===== config.mk =====
export PLATFORM = sky130hd
export DESIGN_NAME = regfile_read_arbiter
export DESIGN_NICKNAME = d
export VERILOG_FILES = /design/src/rtl/regfile_arb_pkg.sv /design/src/rtl/rr_pick.sv /design/src/rtl/regfile_read_arbiter.sv
export SDC_FILE = /design/constraint.sdc
export NUM_CORES = 1
export LEC_CHECK = 0
export CORE_UTILIZATION = 45
export CTS_BUF_LIST = sky130_fd_sc_hd__clkbuf_4 sky130_fd_sc_hd__clkbuf_8 sky130_fd_sc_hd__clkbuf_16
export CTS_CLUSTER_DIAMETER = 50
export CTS_CLUSTER_SIZE = 20
export DETAILED_ROUTE_END_ITERATION = 6
export GPL_ROUTABILITY_DRIVEN = 0
export GPL_TIMING_DRIVEN = 0
export PLACE_DENSITY = 0.79
export SKIP_CTS_REPAIR_TIMING = 1
export SYNTH_ARGS = -nofsm -noshare
export SYNTH_HDL_FRONTEND = slang
export SYNTH_SLANG_ARGS = --single-unit

===== constraint.sdc =====
create_clock -name clk -period 4 [get_ports clk]
set_input_delay 0.4 -clock clk [delete_from_list [all_inputs] [get_ports clk]]
set_output_delay 0.4 -clock clk [all_outputs]
set_load 0.005 [all_outputs]

===== src/rtl/regfile_arb_pkg.sv =====
// Shared constants and types for the register-file read-port arbiter.
// Holds the XZR index and the default requester count.
package regfile_arb_pkg;

    localparam int unsigned ADDR_W      = 5;
    localparam int unsigned DATA_W      = 64;
    localparam int unsigned DEF_NUM_REQ = 4;

    typedef logic [ADDR_W-1:0] reg_addr_t;

    localparam reg_addr_t XZR_ADDR = 5'd31;

endpackage


===== src/rtl/rr_pick.sv =====
// Combinational round-robin picker: the first set request at or after ptr wins.
// The search wraps modulo NUM_REQ and returns a one-hot grant plus a found flag.
module rr_pick #(
    parameter int unsigned NUM_REQ = 4
) (
    input  logic [NUM_REQ-1:0]         req,
    input  logic [$clog2(NUM_REQ)-1:0] ptr,
    output logic [NUM_REQ-1:0]         gnt,
    output logic                       found
);

    localparam int unsigned PTR_W = $clog2(NUM_REQ);

    logic [PTR_W:0]   sum;
    logic [PTR_W-1:0] idx;

    // One extra bit on sum so the wrap works for non-power-of-two NUM_REQ.
    always_comb begin
        gnt   = '0;
        found = 1'b0;
        sum   = '0;
        idx   = '0;
        for (int unsigned i = 0; i < NUM_REQ; i++) begin
            sum = {1'b0, ptr} + (PTR_W+1)'(i);
            if (sum >= (PTR_W+1)'(NUM_REQ)) begin
                sum = sum - (PTR_W+1)'(NUM_REQ);
            end
            idx = sum[PTR_W-1:0];
            if (!found && req[idx]) begin
                gnt[idx] = 1'b1;
                found    = 1'b1;
            end
        end
    end

endmodule


===== src/rtl/regfile_read_arbiter.sv =====
// Shares one register-file read port among NUM_REQ requesters with round-robin
// grants and a registered one-cycle response; reads of XZR return zero.
module regfile_read_arbiter
    import regfile_arb_pkg::*;
#(
    parameter int unsigned NUM_REQ = DEF_NUM_REQ,
    parameter int unsigned ADDR_W  = regfile_arb_pkg::ADDR_W,
    parameter int unsigned DATA_W  = regfile_arb_pkg::DATA_W
) (
    input  logic                           clk,
    input  logic                           reset,
    input  logic                           stall,
    input  logic [NUM_REQ-1:0]             req,
    input  logic [NUM_REQ-1:0][ADDR_W-1:0] req_addr,
    output logic [NUM_REQ-1:0]             gnt,
    output logic [ADDR_W-1:0]              rd_sel,
    input  logic [DATA_W-1:0]              rd_data_in,
    output logic [NUM_REQ-1:0]             rsp_valid,
    output logic [DATA_W-1:0]              rsp_data
);

    localparam int unsigned PTR_W = $clog2(NUM_REQ);

    logic [PTR_W-1:0]   rr_ptr_q, rr_ptr_d;
    logic [NUM_REQ-1:0] rsp_valid_q, rsp_valid_d;
    logic [DATA_W-1:0]  rsp_data_q, rsp_data_d;
    logic [NUM_REQ-1:0] pick_req;
    logic               found;

    // Gating the picker input keeps gnt low during stall and while reset is held.
    assign pick_req = req & {NUM_REQ{~stall & ~reset}};

    rr_pick #(
        .NUM_REQ(NUM_REQ)
    ) u_pick (
        .req  (pick_req),
        .ptr  (rr_ptr_q),
        .gnt  (gnt),
        .found(found)
    );

    // AND-OR select so unknown addresses on ungranted lanes never reach rd_sel.
    always_comb begin
        rd_sel   = '0;
        rr_ptr_d = rr_ptr_q;
        for (int unsigned k = 0; k < NUM_REQ; k++) begin
            rd_sel = rd_sel | (req_addr[k] & {ADDR_W{gnt[k]}});
            if (gnt[k]) begin
                rr_ptr_d = (k == NUM_REQ - 1) ? '0 : PTR_W'(k + 1);
            end
        end
    end

    always_comb begin
        rsp_valid_d = gnt;
        rsp_data_d  = rsp_data_q;
        if (found) begin
            rsp_data_d = (rd_sel == ADDR_W'(XZR_ADDR)) ? '0 : rd_data_in;
        end
    end

    always_ff @(posedge clk or posedge reset) begin
        if (reset) begin
            rr_ptr_q    <= '0;
            rsp_valid_q <= '0;
            rsp_data_q  <= '0;
        end else begin
            rr_ptr_q    <= rr_ptr_d;
            rsp_valid_q <= rsp_valid_d;
            rsp_data_q  <= rsp_data_d;
        end
    end

    assign rsp_valid = rsp_valid_q;
    assign rsp_data  = rsp_data_q;

endmodule


== After elaboration in Yosys (flattened, before gate mapping) ==
Index checks and enable logic that the tools add are counted.

* Add/sub/neg operators: 7
* Magnitude comparators: 12
* Eq/ne operators: 1
* Muxes and demuxes: 33
* Bitwise operators: 14
* Reduce and logical (&&, ||, !) cells: 11

{| class="wikitable"
|+ Operator list
! cell !! count
|-
| 64-bit 2-to-1 mux || 1
|-
| 5-bit bitwise AND || 4
|-
| 2-bit 2-to-1 mux || 8
|-
| 4-bit 2-to-1 mux || 4
|-
| 5-bit bitwise OR || 3
|-
| 2-bit by 3-bit < comparator with 1-bit output, second input constant || 4
|-
| 1-bit 2-to-1 mux || 12
|-
| 4-bit bitwise OR || 3
|-
| 3-bit greater-or-equal comparator, second input constant || 3
|-
| 1-bit binary-select mux with 2-bit select || 4
|-
| 1-bit demux with 2-bit select || 4
|-
| 2-bit by 1-bit greater-or-equal comparator with 1-bit output, second input constant || 4
|-
| 2-bit by 1-bit subtractor with 2-bit output, second input constant || 4
|-
| 1-bit logical AND || 7
|-
| 2-bit by 2-bit adder with 3-bit output, second input constant || 2
|-
| 5-bit == test, second input constant || 1
|-
| 4-bit bitwise AND || 1
|-
| 4-bit nonzero test || 1
|-
| 2-bit by 1-bit adder with 3-bit output, second input constant || 1
|-
| 2-bit by 3-bit greater-or-equal comparator with 1-bit output, second input constant || 1
|-
| 1-bit logical NOT || 3
|-
| 1-bit inverter || 2
|-
| 1-bit bitwise AND || 1
|}

* Register bits after elaboration: 70
* Input port bits: 91
* Output and inout bits: 77
* Word-level logic and storage cells: 81

== Depth between registers and ports, before layout ==
Gate-level depths: netlist (run 1).

* Word-level depth: 21
* Gate-level depth with buffers: 14
* Depth with buffers taken out: 11

== Hierarchy ==
Synthesis (run 1) repeated with hierarchy kept, for this count alone.

* Cell total of the unflattened synthesis: 375
* Area total of the unflattened synthesis: 3,444.6 um^2

{| class="wikitable"
|+ By module, submodules not included
! module !! times used !! cells each !! area an instance (um^2) !! seq. area each (um^2)
|-
| regfile_read_arbiter || 1 || 313 || 2,936.6 || 1,751.7
|-
| rr_pick || 1 || 62 || 508.0 || 0.0
|}

== Least setup slack after synthesis (run 1) ==
OpenSTA, ideal clock, no wires.

* Path type: register to register
* Start point: register rr_ptr_q[0]
* End point: register rsp_data_q[32], in the netlist rsp_data[32]
* Setup time: 84 ps
* Arrival: 2,975 ps
* Data required time: 3,916 ps
* Setup slack: 941 ps
* Stages on the path, launching flop included: 12
* Path buffers: 2
* Clock period less this slack: 3,059 ps
* Cell sequence: dfrtp_1 buf_6 inv_1 ha_1 and3b_1 o2111a_1 or2_2 a22o_1 a2111oi_4 a32oi_4 buf_6 a41oi_2

* Word-level cells in the longest chain between the ends: 20
* Elaborated cells on any way between the ends: 69
* Those cells by class: 7 x add/sub; 12 x order compare; 1 x eq/ne; 29 x mux; 10 x bitwise; 10 x reduce/logical

{| class="wikitable"
|+ RTL lines
! item !! line !! RTL
|-
| from (decl) || regfile_read_arbiter.sv:24 || <nowiki>logic [PTR_W-1:0] rr_ptr_q, rr_ptr_d;</nowiki>
|-
| from (signal assigned) || regfile_read_arbiter.sv:68 || <nowiki>rr_ptr_q <= rr_ptr_d;</nowiki>
|-
| branches (longest 20 deep; another with 2-bit by 1-bit adder with 3-bit output) || n/a ||
|-
| to (signal assigned) || regfile_read_arbiter.sv:70 || <nowiki>rsp_data_q <= rsp_data_d;</nowiki>
|-
| to (decl) || regfile_read_arbiter.sv:26 || <nowiki>logic [DATA_W-1:0] rsp_data_q, rsp_data_d;</nowiki>
|}

Several ways; the timed one is not identified. The select of a mux whose other input is x is not followed.
A chain may end at the register's enable or synchronous reset.

== Worst setup path after layout (run 1) ==
* Start point: register rr_ptr_q[0]
* End point: output rd_sel[3]

* Word-level cells in the longest chain between the ends: 18
* Elaborated cells on any way between the ends: 66
* Those cells by class: 7 x add/sub; 12 x order compare; 27 x mux; 10 x bitwise; 10 x reduce/logical

{| class="wikitable"
|+ RTL lines
! item !! line !! RTL
|-
| branches (longest 13 deep; another with 2-bit by 1-bit adder with 3-bit output) || n/a ||
|-
| 4-bit 2-to-1 mux * || rr_pick.sv:29 || <nowiki>if (!found && req[idx]) begin</nowiki>
|-
| 5-bit bitwise AND || regfile_read_arbiter.sv:47 || <nowiki>rd_sel = rd_sel | (req_addr[k] & {ADDR_W{gnt[k]}});</nowiki>
|-
| 5-bit bitwise OR (2 in series) || regfile_read_arbiter.sv:47 ||
|-
| 5-bit bitwise OR * || regfile_read_arbiter.sv:47 ||
|-
| to (decl) || regfile_read_arbiter.sv:16 || <nowiki>output logic [ADDR_W-1:0] rd_sel,</nowiki>
|}

Mark *: on every way between the ends. The select of a mux whose other input is x is not followed.

==> results of run 1 <==
==> final cells by class <==
cell class / count / share of cell area
Multi-Input combinational cell: 218 / 0.3726
Sequential cell: 70 / 0.2655
Timing Repair Buffer: 171 / 0.2608
Buffer: 35 / 0.03715
Tap cell: 129 / 0.02445
Clock buffer: 9 / 0.01876
Clock inverter: 6 / 0.01687
Inverter: 5 / 0.003791
==> worst min-delay path by stage <==
| stage | end | slack [ns] |
|---|---|---|
| 6_report | rsp_data[4] | 0.50 |
| 5_1_grt | rsp_valid[3] | 0.55 |
| 4_1_cts | rsp_data[4] | 0.51 |
| 3_5_place_dp | rsp_data[29] | 0.58 |
| 3_3_place_gp | rsp_data[55] | 0.58 |
| 2_1_floorplan | rsp_data[28] | 0.58 |
==> layout by cell type, fill, tap and decap left out, types with 4 or more instances in the layout <==
cell	synthesis	final
dfrtp_1	70	69
a41oi_1	4	4
nor2b_1	4	4
nand2_1	5	5
ha_1	8	7
clkbuf_1	10	7
mux2i_1	66	66
and3_1	5	5
clkdlybuf4s50_1	0	167
buf_4	10	15
a41oi_2	60	60
a22o_1	8	7
clkbuf_8	0	9
buf_2	7	7
nand3_1	6	6
a31o_2	4	4
nor2_1	5	5
buf_6	7	8
==> metal layers <==
layer,track usage,vias up,share of wire
li1,-,1686,-
met1,0.3071,1851,0.42
met2,0.4247,157,0.50
met3,0.04369,19,0.063
met4,0.1026,0,0.023
met5,0,-,0
==> kinds of logic after synthesis <==
family / share of synthesized area
buf+inv: 0.05644
simple gates: 0.05474
compound gates: 0.3091
fa+ha+maj: 0.02269
mux: 0.1600
flops: 0.3971
==> worst register-to-register path: cells and delay by family, from the launching register on <==
kind | cells | cell delay (ns)
fa+ha+maj | 1 | 0.34
simple gates | 3 | 0.62
flops | 1 | 0.42
compound gates | 4 | 0.80
buf+inv | 4 | 1.11
==> metrics by stage <==
step / std cells / hold slack, ns / TNS [ns]
after global routing: 643 / 0.5481 / 0
after detailed placement: 625 / 0.5837 / -0.1787
final: 643 / 0.5007 / 0
after CTS: 640 / 0.5073 / -1.517
after floorplan: 328 / 0.5832 / 0
after global placement: 624 / 0.5756 / -0.03377
==> registers in the layout (all words and copies together) (netlist names) <==
signal,count
rsp_data,64
rsp_valid,4
rr_ptr_q,2
==> power by group <==
group / internal, mW / leakage, nW / total (mW) / switching, mW
sequential: 0.837 / 0.828 / 0.918 / 0.0818
clock: 0.411 / 0.115 / 0.689 / 0.278
combinational: 0.822 / 1.55 / 1.82 / 0.995
total: 2.07 / 2.49 / 3.42 / 1.36
==> run summary, run 1 <==
Type of the worst setup path - flop to primary output
Post-route minimum period - 3.852 ns
Flops & latches, synth - 70
Die span in x - 101.0 um
Hold Vio Cnt, Final - 0
EDFF count, synth - 0
R2r endpoint - rsp_data[17]
Worst Tran Pin Value - 0.7488 ns
Final wirelength - 12410 um
Largest net degree at the start of global routing - 44
Initial Utilization - 0.4708
Area of the multi-input gates - 2460 sq um
Critical Path RT - 3.60 ns
Asr flop ratio synth - 1.000
Final Max Slew Viols - 0
Status - completed
Final antenna-violating net count - 0
Crit. Startpoint - rr_ptr_q[0]
Cell depth of the worst setup path - 11
Worst vdd ir - 0.2403 mV
Vias in the first global route - 3874
Area Overhead vs Synth - 49.63%
Via count - 3713
Largest area contributor in the netlist - dfrtp_1
List of most frequent post-synthesis cells - dfrtp_1 (70), mux2i_1 (66), a41oi_2 (60)
Yosys Warn Count - 0
FF-to-FF setup slack - 0.58 ns
CTS max path bufs - 2
Row count - 35
Dpl hpwl - 9077 um
Final setup vio count - 0
Pwr Density - 518.8 nW/um^2
HP Class - input port to asynchronous set/reset pin
Worst slew margin - 0.5008
Post-synthesis cell area - 4412 sq um
CTS H-Tree Depth - 3
Post-route setup slack - 0.1477 ns
Drc violations - 0
Buf/Inv on CP - 4
Cell variety after synth - 44
Count leader, synth - dfrtp_1
Crit Path Max Fanout - 10
Fin Clk Skew - 0.009931 ns
GR Util All Layers - 0.2473
Placeable Area - 9371 sq um
Tcrit/Tclk final - 0.9631
Post-synthesis sequential area ratio - 0.3971
Area post-placement - 6275 sq um
Fraction of layout cells with a size suffix above 1 - 0.2588
Yosys top cell area share - 0.3971
Filler cell count - 712
Register area - 1753 sq um
ANT cells - 0
Clk slew on worst S/H paths - 0.08 ns
RR Startpoint - rr_ptr_q[0]
Crit path launch type - flop
Average wire per standard cell - 19.30 um
Top cell family by delay on the critical path - buffers and inverters
# Max-Cap Violations - 0
Die area - 10200 sq um
Worst setup path end - rd_sel[3]
First-pass GRT wire length - 19510 um
Nets - 609
Top_reg_cell synth - dfrtp_1
GRT Residual Overflow - 0
Crit path cell chain - buf_6 -> clkinvlp_4 -> ha_4 -> and3b_1 -> o2111a_1 -> or2_2 -> a22o_4 -> a22oi_2 -> nand3_1 -> buf_4 -> clkdlybuf4s50_1
Antenna violations before repair - 0
Mapped Cells - 328
Leading post-synthesis cells by cell area - dfrtp_1 (40%), a41oi_2 (22%), mux2i_1 (15%)
RSZ-0062 raised after global routing - false
CP Data Arrival Time - 3.45 ns
Pre-Repair DR Iteration Count - 4
Crit-path max cell delay - 0.47 ns
Die height - 101.0 um
CTS Root Cell - clkbuf_8
Fin util - 0.7044
Final Cell Area - 6601 sq um
Worst R2R Path Depth - 12
Buffers on Ports - 167
CP max-delay cell - clkdlybuf4s50_1
Dpl ws - -0.1043 ns
Synthesized Nets - 427
Max Fclk - 259.6 MHz
# IOs - 168
CTS buffer count - 9
Worst-skew pair later-pin latency - 0.35 ns
CTS tree - built
Leakage - 2.494 nW
Clk sink count - 70
Iteration-0 DRC Markers - 152
Final Total Pwr - 3.425 mW
Setup crit end kind - primary output
Drt via density - 5.774
Synth Area per Inst - 13.45 sq um
Power figures use the tool's default switching activity.
==> run 2, diff against run 1 <==
--- a/constraint.sdc
+++ b/constraint.sdc
@@ -3,2 +3,2 @@
 set_output_delay 0.4 -clock clk [all_outputs]
-set_load 0.005 [all_outputs]
+set_load 0.1 [all_outputs]
==> run summary, run 2 (same netlist as run 1, synthesis figures left out) <==
Status - completed
Logic pwr share - 0.650 (+0.119)
Drc violations - 0 (unchanged)
# Max-Cap Violations - 0 (unchanged)
CTS buffer count - 9 (unchanged)
Leakage - 2.529 nW (+1.4%)
Sequential share of power - 0.207 (-0.061)
Initial Utilization - 0.4708 (unchanged)
Fraction of layout cells with a size suffix above 1 - 0.2524 (-0.006309)
Post-route minimum period - 3.845 ns (-0.007121 ns)
Most frequent cells in the layout - clkdlybuf4s50_1 (158), dfrtp_1 (70), mux2i_1 (66), a41oi_2 (60), buf_4 (11)
Dpl hpwl - 8624 um (-5.0%)
CP max-delay cell - dfrtp_1
GRT Residual Overflow - 0 (unchanged)
Hold Vio Cnt, Final - 0 (unchanged)
Buffers on Ports - 167 (unchanged)
Setup TNS Final - 0 ns (unchanged)
# IOs - 168 (unchanged)
Worst-skew pair later-pin latency - 0.35 ns (about the same)
Pwr Density - 683.1 nW/um^2 (+32%)
GR Util All Layers - 0.2383 (-0.009040)
Crit path launch type - flop
Worst Tran Pin Value - 1.024 ns (+0.2749 ns)
Nets - 606 (-0.49%)
Max Fclk - 260.1 MHz (+0.19%)
CP Data Arrival Time - 3.45 ns (about the same)
CTS tree - built
CTS max path bufs - 2 (unchanged)
Vias in the first global route - 3770 (-2.7%)
Type of the worst setup path - flop to primary output
Fin util - 0.6937 (-0.01068)
Die area - 10200 sq um (unchanged)
Antenna violations before repair - 0 (unchanged)
Post-Place Cells - 625 (unchanged)
Top cell family by delay on the critical path - compound AO/OA/AOI/OAI gates
Drt via density - 5.641 (-2.3%)
Clk sink count - 70 (unchanged)
First-pass GRT wire length - 18800 um (-3.6%)
Row count - 35 (unchanged)
Critical Path RT - 3.60 ns (about the same)
Clk network pwr share - 0.144 (-0.057)
CTS Root Cell - clkbuf_8
Worst slew margin - 0.3154 (-0.1854)
Net Sw Frac - 0.5595 (+0.1638)
Placeable Area - 9371 sq um (unchanged)
Hold slack final - 0.5952 ns (+0.09446 ns)
Area Overhead vs Synth - 47.36%
Final wirelength - 11770 um (-5.1%)
Buf/Inv on CP - 3 (-1)
Crit-path max cell delay - 0.44 ns (-0.03 ns)
Worst vdd ir - 0.4675 mV (+95%)
Max reg flops - 64 (unchanged)
Tcrit/Tclk final - 0.9613 (-0.001780)
NetSw - 2.485 mW (+83%)
Average wire per standard cell - 18.40 um (-4.7%)
Pre-Repair DR Iteration Count - 4 (unchanged)
Via count - 3610 (-2.8%)
Iteration-0 DRC Markers - 169 (+11%)
Crit Path Max Fanout - 8 (-2)
Die height - 101.0 um (unchanged)
Final Max Slew Viols - 0 (unchanged)
ANT cells - 0 (unchanged)
Final setup vio count - 0 (unchanged)
Commonest non-fill, non-tap cell in the layout - clkdlybuf4s50_1
Die span in x - 101.0 um (unchanged)
CTS H-Tree Depth - 3 (unchanged)
Setup crit end kind - primary output
Non-filler instance count after layout - 640 (-0.47%)
Final antenna-violating net count - 0 (unchanged)
Clk slew on worst S/H paths - 0.07 ns (about the same)
HP Class - input port to asynchronous set/reset pin
Crit path cell chain - buf_6 -> inv_1 -> ha_1 -> and3b_1 -> o2111a_1 -> or2_2 -> a22o_1 -> a2111oi_4 -> nand2_1 -> clkbuf_4
Fin Clk Skew - 0.01297 ns (+0.003037 ns)
Cell-internal power - 1.956 mW (-5.5%)
Largest net degree at the start of global routing - 71 (+61%)
## run 2: changes by cell type in the layout (fill, tap and decap cells not counted), moves of 3 or more
cell,change
buf_4,-4
dlymetal6s2s_1,+3
buf_2,+3
clkdlybuf4s50_1,-9
## run 2: final cells by class
type	count	area, sq um
multi-input combinational	218	2417
clock buffer	10	137.6
buffer	35	234.0
tap	129	161.4
clock inverter	5	83.83
timing repair buffer	168	1694
sequential	70	1752
inverter	5	21.27
fill	702	2870
## run 2: path summary, 6_finish.rpt
| path | from | endpoint | slack [ns] | cells past startpoint |
|---|---|---|---|---|
| hold / removal | reset | rsp_valid[3] | 0.60 | 3 |
| setup reg to reg | rr_ptr_q[0] | rsp_data[49] | 0.48 | 12 |
| setup / recovery | rr_ptr_q[0] | rd_sel[4] | 0.15 | 10 |
| hold reg to reg | rsp_data[4] | rsp_data[4] | 0.60 | 2 |
| max in group asynchronous | reset | rsp_data[45] | 3.12 | 3 |
| min in group clk | rsp_data[4] | rsp_data[4] | 0.60 | 2 |
## run 2: power groups by stage
stage / clock (mW) / sequential [mW] / combinational [mW]
after floorplan: 0 / 1.78 / 1.34
after global placement: 0 / 0.930 / 2.84
after detailed placement: 0 / 0.931 / 2.88
after CTS: 0.647 / 0.920 / 2.89
after global routing: 0.681 / 0.935 / 3.01
final: 0.637 / 0.918 / 2.89
## run 2: per-layer routing
| metal | share of wire | vias to the layer above | wire length (um) | global-route usage |
|---|---|---|---|---|
| met5 | 0 | - | 0 | 0 |
| met4 | 0.019 | 0 | 221 | 0.09253 |
| met3 | 0.053 | 16 | 624 | 0.04854 |
| met2 | 0.48 | 129 | 5607 | 0.3793 |
| met1 | 0.45 | 1795 | 5319 | 0.3193 |
| li1 | - | 1670 | - | - |
## run 2: tightest hold or removal path, delay by kind of cell
kind                   cells  cell delay [ns]
buffers and inverters      3             0.93
## run 2: per-stage QoR
step	total power [mW]	setup slack, ns	instance area [sq um]
after floorplan	3.122	0.2420	4413
after global placement	3.774	-0.6089	6246
after detailed placement	3.811	-0.6837	6276
after CTS	4.453	-1.064	6497
after global routing	4.625	-0.002696	6501
final	4.441	0.1548	6501
